## config.mk

```make
export PLATFORM = sky130hd
export DESIGN_NAME = l1_ahb_apb_bridge
export DESIGN_NICKNAME = d
export VERILOG_FILES = /design/src/rtl/l1_apb_bridge_pkg.sv /design/src/rtl/l1_ahb_apb_bridge.sv
export SDC_FILE = /design/constraint.sdc
export NUM_CORES = 1
export LEC_CHECK = 0
export CAP_MARGIN = 25
export CORE_MARGIN = 10
export CORE_UTILIZATION = 37
export CTS_CLUSTER_SIZE = 10
export DETAILED_ROUTE_END_ITERATION = 8
export PLACE_DENSITY = 0.88
export SYNTH_ARGS = -nofsm -noshare
export SYNTH_HDL_FRONTEND = slang
export SYNTH_SLANG_ARGS = --single-unit
export TNS_END_PERCENT = 1
```

## constraint.sdc

```tcl
create_clock -name HCLK -period 1.55 [get_ports HCLK]
set_input_delay 0.465 -clock HCLK [delete_from_list [all_inputs] [get_ports HCLK]]
set_output_delay 0.465 -clock HCLK [all_outputs]
set_load 0.05 [all_outputs]
```

## src/rtl/l1_apb_bridge_pkg.sv

```systemverilog
// Shared types and helpers for the L1 AHB-to-APB bridge: FSM states,
// AHB transfer/size encodings and the APB4 write-strobe decode.
package l1_apb_bridge_pkg;

    typedef enum logic [2:0] {
        ST_IDLE,
        ST_WAIT,
        ST_SETUP,
        ST_ACCESS,
        ST_ERR1,
        ST_ERR2
    } state_t;

    localparam logic [1:0] HTRANS_IDLE   = 2'b00;
    localparam logic [1:0] HTRANS_BUSY   = 2'b01;
    localparam logic [1:0] HTRANS_NONSEQ = 2'b10;
    localparam logic [1:0] HTRANS_SEQ    = 2'b11;

    localparam logic [2:0] HSIZE_BYTE = 3'b000;
    localparam logic [2:0] HSIZE_HALF = 3'b001;
    localparam logic [2:0] HSIZE_WORD = 3'b010;

    // Byte lanes touched by a transfer of the given size at the given word offset.
    function automatic logic [3:0] pstrb_decode(input logic [2:0] size, input logic [1:0] offset);
        logic [3:0] strb;
        case (size)
            HSIZE_BYTE: strb = 4'b0001 << offset;
            HSIZE_HALF: strb = offset[1] ? 4'b1100 : 4'b0011;
            HSIZE_WORD: strb = 4'b1111;
            default:    strb = 4'b0000;
        endcase
        return strb;
    endfunction

endpackage

```

## src/rtl/l1_ahb_apb_bridge.sv

```systemverilog
// AHB-Lite to APB bridge for the L1 matrix APB_BRIDGE port.
// Define L1_APB_BRIDGE_APB4_EN to add the APB4 PSTRB/PPROT outputs.
module l1_ahb_apb_bridge
    import l1_apb_bridge_pkg::*;
#(
    parameter int ADDR_WIDTH = 16
) (
    input  logic                  HCLK,
    input  logic                  HRESET,
    input  logic                  HSEL,
    input  logic [31:0]           HADDR,
    input  logic [1:0]            HTRANS,
    input  logic                  HWRITE,
    input  logic [2:0]            HSIZE,
    input  logic [3:0]            HPROT,
    input  logic [31:0]           HWDATA,
    input  logic                  HREADY,
    output logic                  HREADYOUT,
    output logic                  HRESP,
    output logic [31:0]           HRDATA,
    output logic                  PSEL,
    output logic                  PENABLE,
    output logic                  PWRITE,
    output logic [ADDR_WIDTH-1:0] PADDR,
    output logic [31:0]           PWDATA,
    input  logic [31:0]           PRDATA,
    input  logic                  PREADY,
    input  logic                  PSLVERR,
`ifdef L1_APB_BRIDGE_APB4_EN
    output logic [3:0]            PSTRB,
    output logic [2:0]            PPROT,
`endif
    output logic                  APBACTIVE
);

    state_t                  state, state_nxt;
    logic [ADDR_WIDTH-1:0]   addr_q;
    logic                    write_q;
    logic                    trans_valid;
    logic                    accept;
    logic                    rd_done;
`ifdef L1_APB_BRIDGE_APB4_EN
    logic [3:0]              pstrb_q;
    logic [2:0]              pprot_q;
`endif

    always_comb begin
        trans_valid = 1'b0;
        case (HTRANS)
            HTRANS_IDLE, HTRANS_BUSY: trans_valid = 1'b0;
            HTRANS_NONSEQ, HTRANS_SEQ: trans_valid = 1'b1;
        endcase
    end

    // A new transfer is only taken while no APB access is in flight.
    assign accept  = HSEL && trans_valid && HREADY && (state == ST_IDLE || state == ST_ERR2);
    assign rd_done = (state == ST_ACCESS) && PREADY && !write_q;

    always_comb begin
        state_nxt = state;
        HREADYOUT = 1'b1;
        HRESP     = 1'b0;
        PSEL      = 1'b0;
        PENABLE   = 1'b0;
        case (state)
            ST_IDLE, ST_ERR2: begin
                HRESP = (state == ST_ERR2);
                if (accept) state_nxt = HWRITE ? ST_WAIT : ST_SETUP;
                else        state_nxt = ST_IDLE;
            end
            ST_WAIT: begin
                HREADYOUT = 1'b0;
                state_nxt = ST_SETUP;
            end
            ST_SETUP: begin
                HREADYOUT = 1'b0;
                PSEL      = 1'b1;
                state_nxt = ST_ACCESS;
            end
            ST_ACCESS: begin
                HREADYOUT = 1'b0;
                PSEL      = 1'b1;
                PENABLE   = 1'b1;
                if (PREADY) state_nxt = PSLVERR ? ST_ERR1 : ST_IDLE;
            end
            ST_ERR1: begin
                HREADYOUT = 1'b0;
                HRESP     = 1'b1;
                state_nxt = ST_ERR2;
            end
            default: state_nxt = ST_IDLE;
        endcase
    end

    always_ff @(posedge HCLK) begin
        if (HRESET) begin
            state   <= ST_IDLE;
            addr_q  <= '0;
            write_q <= 1'b0;
            PWDATA  <= '0;
            HRDATA  <= '0;
`ifdef L1_APB_BRIDGE_APB4_EN
            pstrb_q <= '0;
            pprot_q <= '0;
`endif
        end else begin
            state <= state_nxt;
            if (accept) begin
                addr_q  <= HADDR[ADDR_WIDTH-1:0];
                write_q <= HWRITE;
`ifdef L1_APB_BRIDGE_APB4_EN
                pstrb_q <= HWRITE ? pstrb_decode(HSIZE, HADDR[1:0]) : 4'b0000;
                pprot_q <= {~HPROT[0], 1'b0, HPROT[1]};
`endif
            end
            // HWDATA is valid in the AHB data phase, which is the WAIT cycle.
            if (state == ST_WAIT) PWDATA <= HWDATA;
            if (rd_done)          HRDATA <= PRDATA;
        end
    end

    assign PADDR     = {addr_q[ADDR_WIDTH-1:2], 2'b00};
    assign PWRITE    = write_q;
    assign APBACTIVE = (state != ST_IDLE);
`ifdef L1_APB_BRIDGE_APB4_EN
    assign PSTRB     = pstrb_q;
    assign PPROT     = pprot_q;
`endif

    logic unused_ok;
    assign unused_ok = ^{HADDR, HSIZE, HPROT, addr_q[1:0]};

endmodule

```

## Word-level counts from Yosys, hierarchy flattened

Index checks and enable logic that the tools add are counted.

| storage, ports and cells | value |
|---|---|
| bits in registers | 84 |

| operators by class | value |
|---|---|
| reduce and logical (&&, ||, !) cells | 15 |
| equality and inequality tests | 9 |
| mux-type cells | 10 |

Operators by type and width:

| operator | number |
|---|---|
| $pmux 3 s5 | 1 |
| $reduce_or 2->1 | 4 |
| $eq 3x2->1 const B | 2 |
| $eq 3x3->1 const B | 2 |
| $mux 3 | 2 |
| $logic_and 1x1->1 | 5 |
| $eq 2x2->1 const B | 2 |
| $mux 2 | 2 |
| $pmux 1 s2 | 2 |
| $reduce_or 4->1 | 1 |
| $eq 3x1->1 const B | 1 |
| $logic_not 3->1 | 1 |
| $mux 1 | 3 |
| $reduce_bool 3->1 | 1 |
| $eq 2x1->1 const B | 1 |
| $logic_not 2->1 | 1 |
| $ne 2x2->1 const B | 1 |
| $logic_not 1->1 | 1 |
| $logic_or 1x1->1 | 1 |

## Logic depth before layout (Yosys ltp)

| depth | value |
|---|---|
| word-level depth | 8 |
| gate-level depth with buffers | 6 |
| mapped depth without buffers | 3 |

## Least setup slack after synthesis

Ideal clock, no wire load.

| path | value |
|---|---|
| path type | reg-to-output |
| start point | register state[2] |
| end point | output port PENABLE |
| arrival time | 1.823 ns |
| cell stages (with the launch flop) | 4 |
| path slack | -0.738 ns |
| data required time | 1.085 ns |
| buffers on the path | 1 |
| cell sequence | dfxtp_1 > buf_6 > nor2b_1 > and2_1 |

| on the way | value |
|---|---|
| longest elaborated chain between the ends | 2 |

RTL lines:

| item | line | RTL |
|---|---|---|
| start: declaration | l1_ahb_apb_bridge.sv:36 | `state_t state, state_nxt;` |
| start signal: assignment | l1_ahb_apb_bridge.sv:107 | `state <= state_nxt;` |
| $eq 3x2->1 | l1_ahb_apb_bridge.sv:65 | `case (state)` |
| $mux 1 | l1_ahb_apb_bridge.sv:65 |  |
| end: declaration | l1_ahb_apb_bridge.sv:22 | `output logic PENABLE,` |

Every way passes these cells.

## Worst setup path in the final report

| path | value |
|---|---|
| start point | register state[1] |
| end point | output port HREADYOUT |

| on the way | value |
|---|---|
| longest elaborated chain between the ends | 3 |
| elaborated cells between the ends (all ways) | 6 |

RTL lines:

| item | line | RTL |
|---|---|---|
| $eq 3x2->1 (tied with other cells) | l1_ahb_apb_bridge.sv:65 |  |
| $reduce_or 4->1 (no line) * | -- |  |
| $mux 1 * | l1_ahb_apb_bridge.sv:65 |  |
| end: declaration | l1_ahb_apb_bridge.sv:18 | `output logic HREADYOUT,` |

Mark *: on every way between the ends. The rest lies on a longest branch, timed or not.

==> flow_metrics.tcl <==
set metrics [dict create \
    viasPerCell 5.152 \
    violations "setup timing" \
    required_ns 1.08 \
    die_h_um 113.5 \
    drt_iter0_drc 178 \
    fin_crit_ns 1.808 \
    synth_edf_count 0 \
    rows 34 \
    cts_root_buf "clkbuf_8" \
    ys_warn_count 0 \
    firstDrtPassIters 4 \
    hpwl_um 9120 \
    portBuffers 169 \
    antenna_found_initial 0 \
    vias 3400 \
    syn_area_per_cell_um2 8.404 \
    rsz0062_at_grt "yes" \
    overflow 0 \
    grt_pass1_vias 3530 \
    ys.flop_type "dfxtp_1" \
    finalWirelength_um 11890 \
    place_congestion 0.8041 \
    fin_crit_sh_pct 116.6 \
    n_antenna_cell 0 \
    cts.clk_slew.worst_paths_ns 0.08 \
    syn_inst 385 \
    yosysMostFrequentCell "dfxtp_1" \
    yosysUniqueCellTypes 31 \
    status "finished with violations" \
    cts_tree "yes" \
    finalHoldViolations 0 \
    ant_nets 0 \
    async_flop_share_pct 0 \
    synth.area.top_cells "dfxtp_1, a21oi_1, nand3_1" \
    power.density_nw_per_um2 807.1 \
    routedWlPerCell_um 18.01 \
    drive_gt1_share_pct 25.00 \
    core_area_um2 8636 \
    clock_skew_ns 0.01820 \
    grt_pass1_wl_um 18440 \
    drc_errors 0 \
    cp.buffers_inverters 1 \
    synth-seq-area-share_pct 50.73 \
    cp_max_fo 6 \
    hold_class "in2reg" \
    die_area_um2 12890 \
    numCtsBuffers 9 \
    dp_slack_ns -0.2885 \
    cap_violations 0 \
    synth_top_area_cell "dfxtp_1" \
    crit_arrival_ns 1.34 \
    power.leakage_uw 0.002186 \
    setup.worst_path.class "reg2out" \
    cp_slowest_cell "or3_4" \
    vdd_drop_max_uv 542.3 \
    yosysTopAreaCellShare_pct 50.73 \
    fmax_mhz 553.2 \
    cts.sinks 82 \
    syn_area_um2 3236 \
    die_w_um 113.5 \
    clk_path_buf_depth 2 \
    path_cells "or3_4, nand2_8, buf_12" \
    grt_usage_pct 17.49 \
    finalMaxSlewViolations 0 \
    ys_seq_elements 82 \
    fin_util_pct 70.78 \
    final_nets 659 \
    fin_setup_tns_ns -0.9661 \
    ctsHtreeMaxLevel 3 \
    cp-end-kind "output port" \
    slowest_delay_ns 0.44 \
    worst_setup_path_start_kind "flop" \
    grt_max_degree 50 \
    synth_commonest_cells "dfxtp_1, a21oi_1, nand2_1, nand3_1, o21ai_0" \
    fin_ws_ns -0.2576 \
    initial_utilization_pct 37.47 \
    ios 198 \
    setup_viol 5 \
    clock_latency_ns 0.35 \
    whs_ns 0.4033 \
    syn2layout_area_growth_pct 88.90 \
    crit_family "simple AND/OR/NAND/NOR gates" \
]
## worst reg2reg max path: cells and delay by family, from the launching register on
kind	cells	cell delay, ns
simple gates	1	0.54
xor+xnor	1	0.21
compound gates	1	0.10
buf+inv	1	0.18
flops	1	0.36
## metal layers
metal  track usage, %  up-vias  part of all wire (%)  routed length, um
li1                 -     1646                     -                  -
met1            17.70     1607                    36               4267
met2            32.84      126                    54               6446
met3            6.299       21                   8.1                965
met4            4.738        0                   1.7                206
met5                0        -                     0                  0
## per-stage QoR
step / cell area (um^2) / std cells / power [uW]
after global placement: 5871 / 643 / 3321
final: 6112 / 660 / 4933
after global routing: 6112 / 660 / 5109
after detailed placement: 5871 / 643 / 3346
after floorplan: 3271 / 386 / 2761
after CTS: 6097 / 660 / 4962
## flip-flops by register name (all words and copies together) (netlist names)
signal,cells
HRDATA,32
PWDATA,32
state,3
addr_q,14
PWRITE,1
## report_power, final
group          leakage (uW)  switching, uW  total, uW  internal [uW]
Sequential         0.000665           65.6       2230           2160
Clock              0.000106            791       1630            839
Combinational       0.00142            522       1070            550
## kinds of logic (layout without fill, tap and decap cells)
| group | after synthesis | count (layout) | share of synthesized area (%) |
|---|---|---|---|
| xor gates and xnor gates | 2 | 2 | 1.354 |
| buffers and inverters | 39 | 205 | 8.353 |
| DFF | 82 | 82 | 50.73 |
| and+or+nand+nor | 129 | 129 | 18.79 |
| other | 1 | 2 | 0.1159 |
| AOI/OAI and AO/OA | 132 | 132 | 20.65 |
## layout by cell type, fill, tap and decap left out, types with 2 or more instances in the layout
cell,Yosys,layout
nand2_2,4,4
o21ai_1,10,14
clkbuf_8,0,11
dfxtp_4,0,2
dfxtp_1,82,79
a21oi_1,80,80
buf_4,6,14
nand2_1,63,62
clkdlybuf4s50_1,0,84
buf_12,0,89
o21ai_0,39,35
conb_1,1,2
nand3_1,48,48
## repair_timing
item,4_1_cts,5_1_grt
hold buffers,0,0
pin swaps,1,2
buffers inserted,1,0
setup endpoints to repair,7,49
gates resized for setup,5,7
## final cells by class
| class | count | area [um^2] |
|---|---|---|
| timing repair buffer | 189 | 2744 |
| fill | 643 | 2524 |
| sequential | 82 | 1650 |
| multi-input combinational | 265 | 1371 |
| clock buffer | 11 | 151.4 |
| tap | 108 | 135.1 |
| clock inverter | 5 | 60.06 |
## final timing paths
kind                            slack [ns]                 endpoint                     from  cells after the start
worst min register to register        0.49  PWDATA[19]$_SDFFE_PP0P_  PWDATA[19]$_SDFFE_PP0P_                      2
worst max register to register        0.03    state[1]$_SDFFE_PP0P_    state[2]$_SDFFE_PP0P_                      4
worst min-delay path                  0.40    state[0]$_SDFFE_PP0P_                   HRESET                      3
worst max-delay path                 -0.26                HREADYOUT    state[1]$_SDFFE_PP0P_                      3
Note: power is estimated with default switching activity, not from simulation.
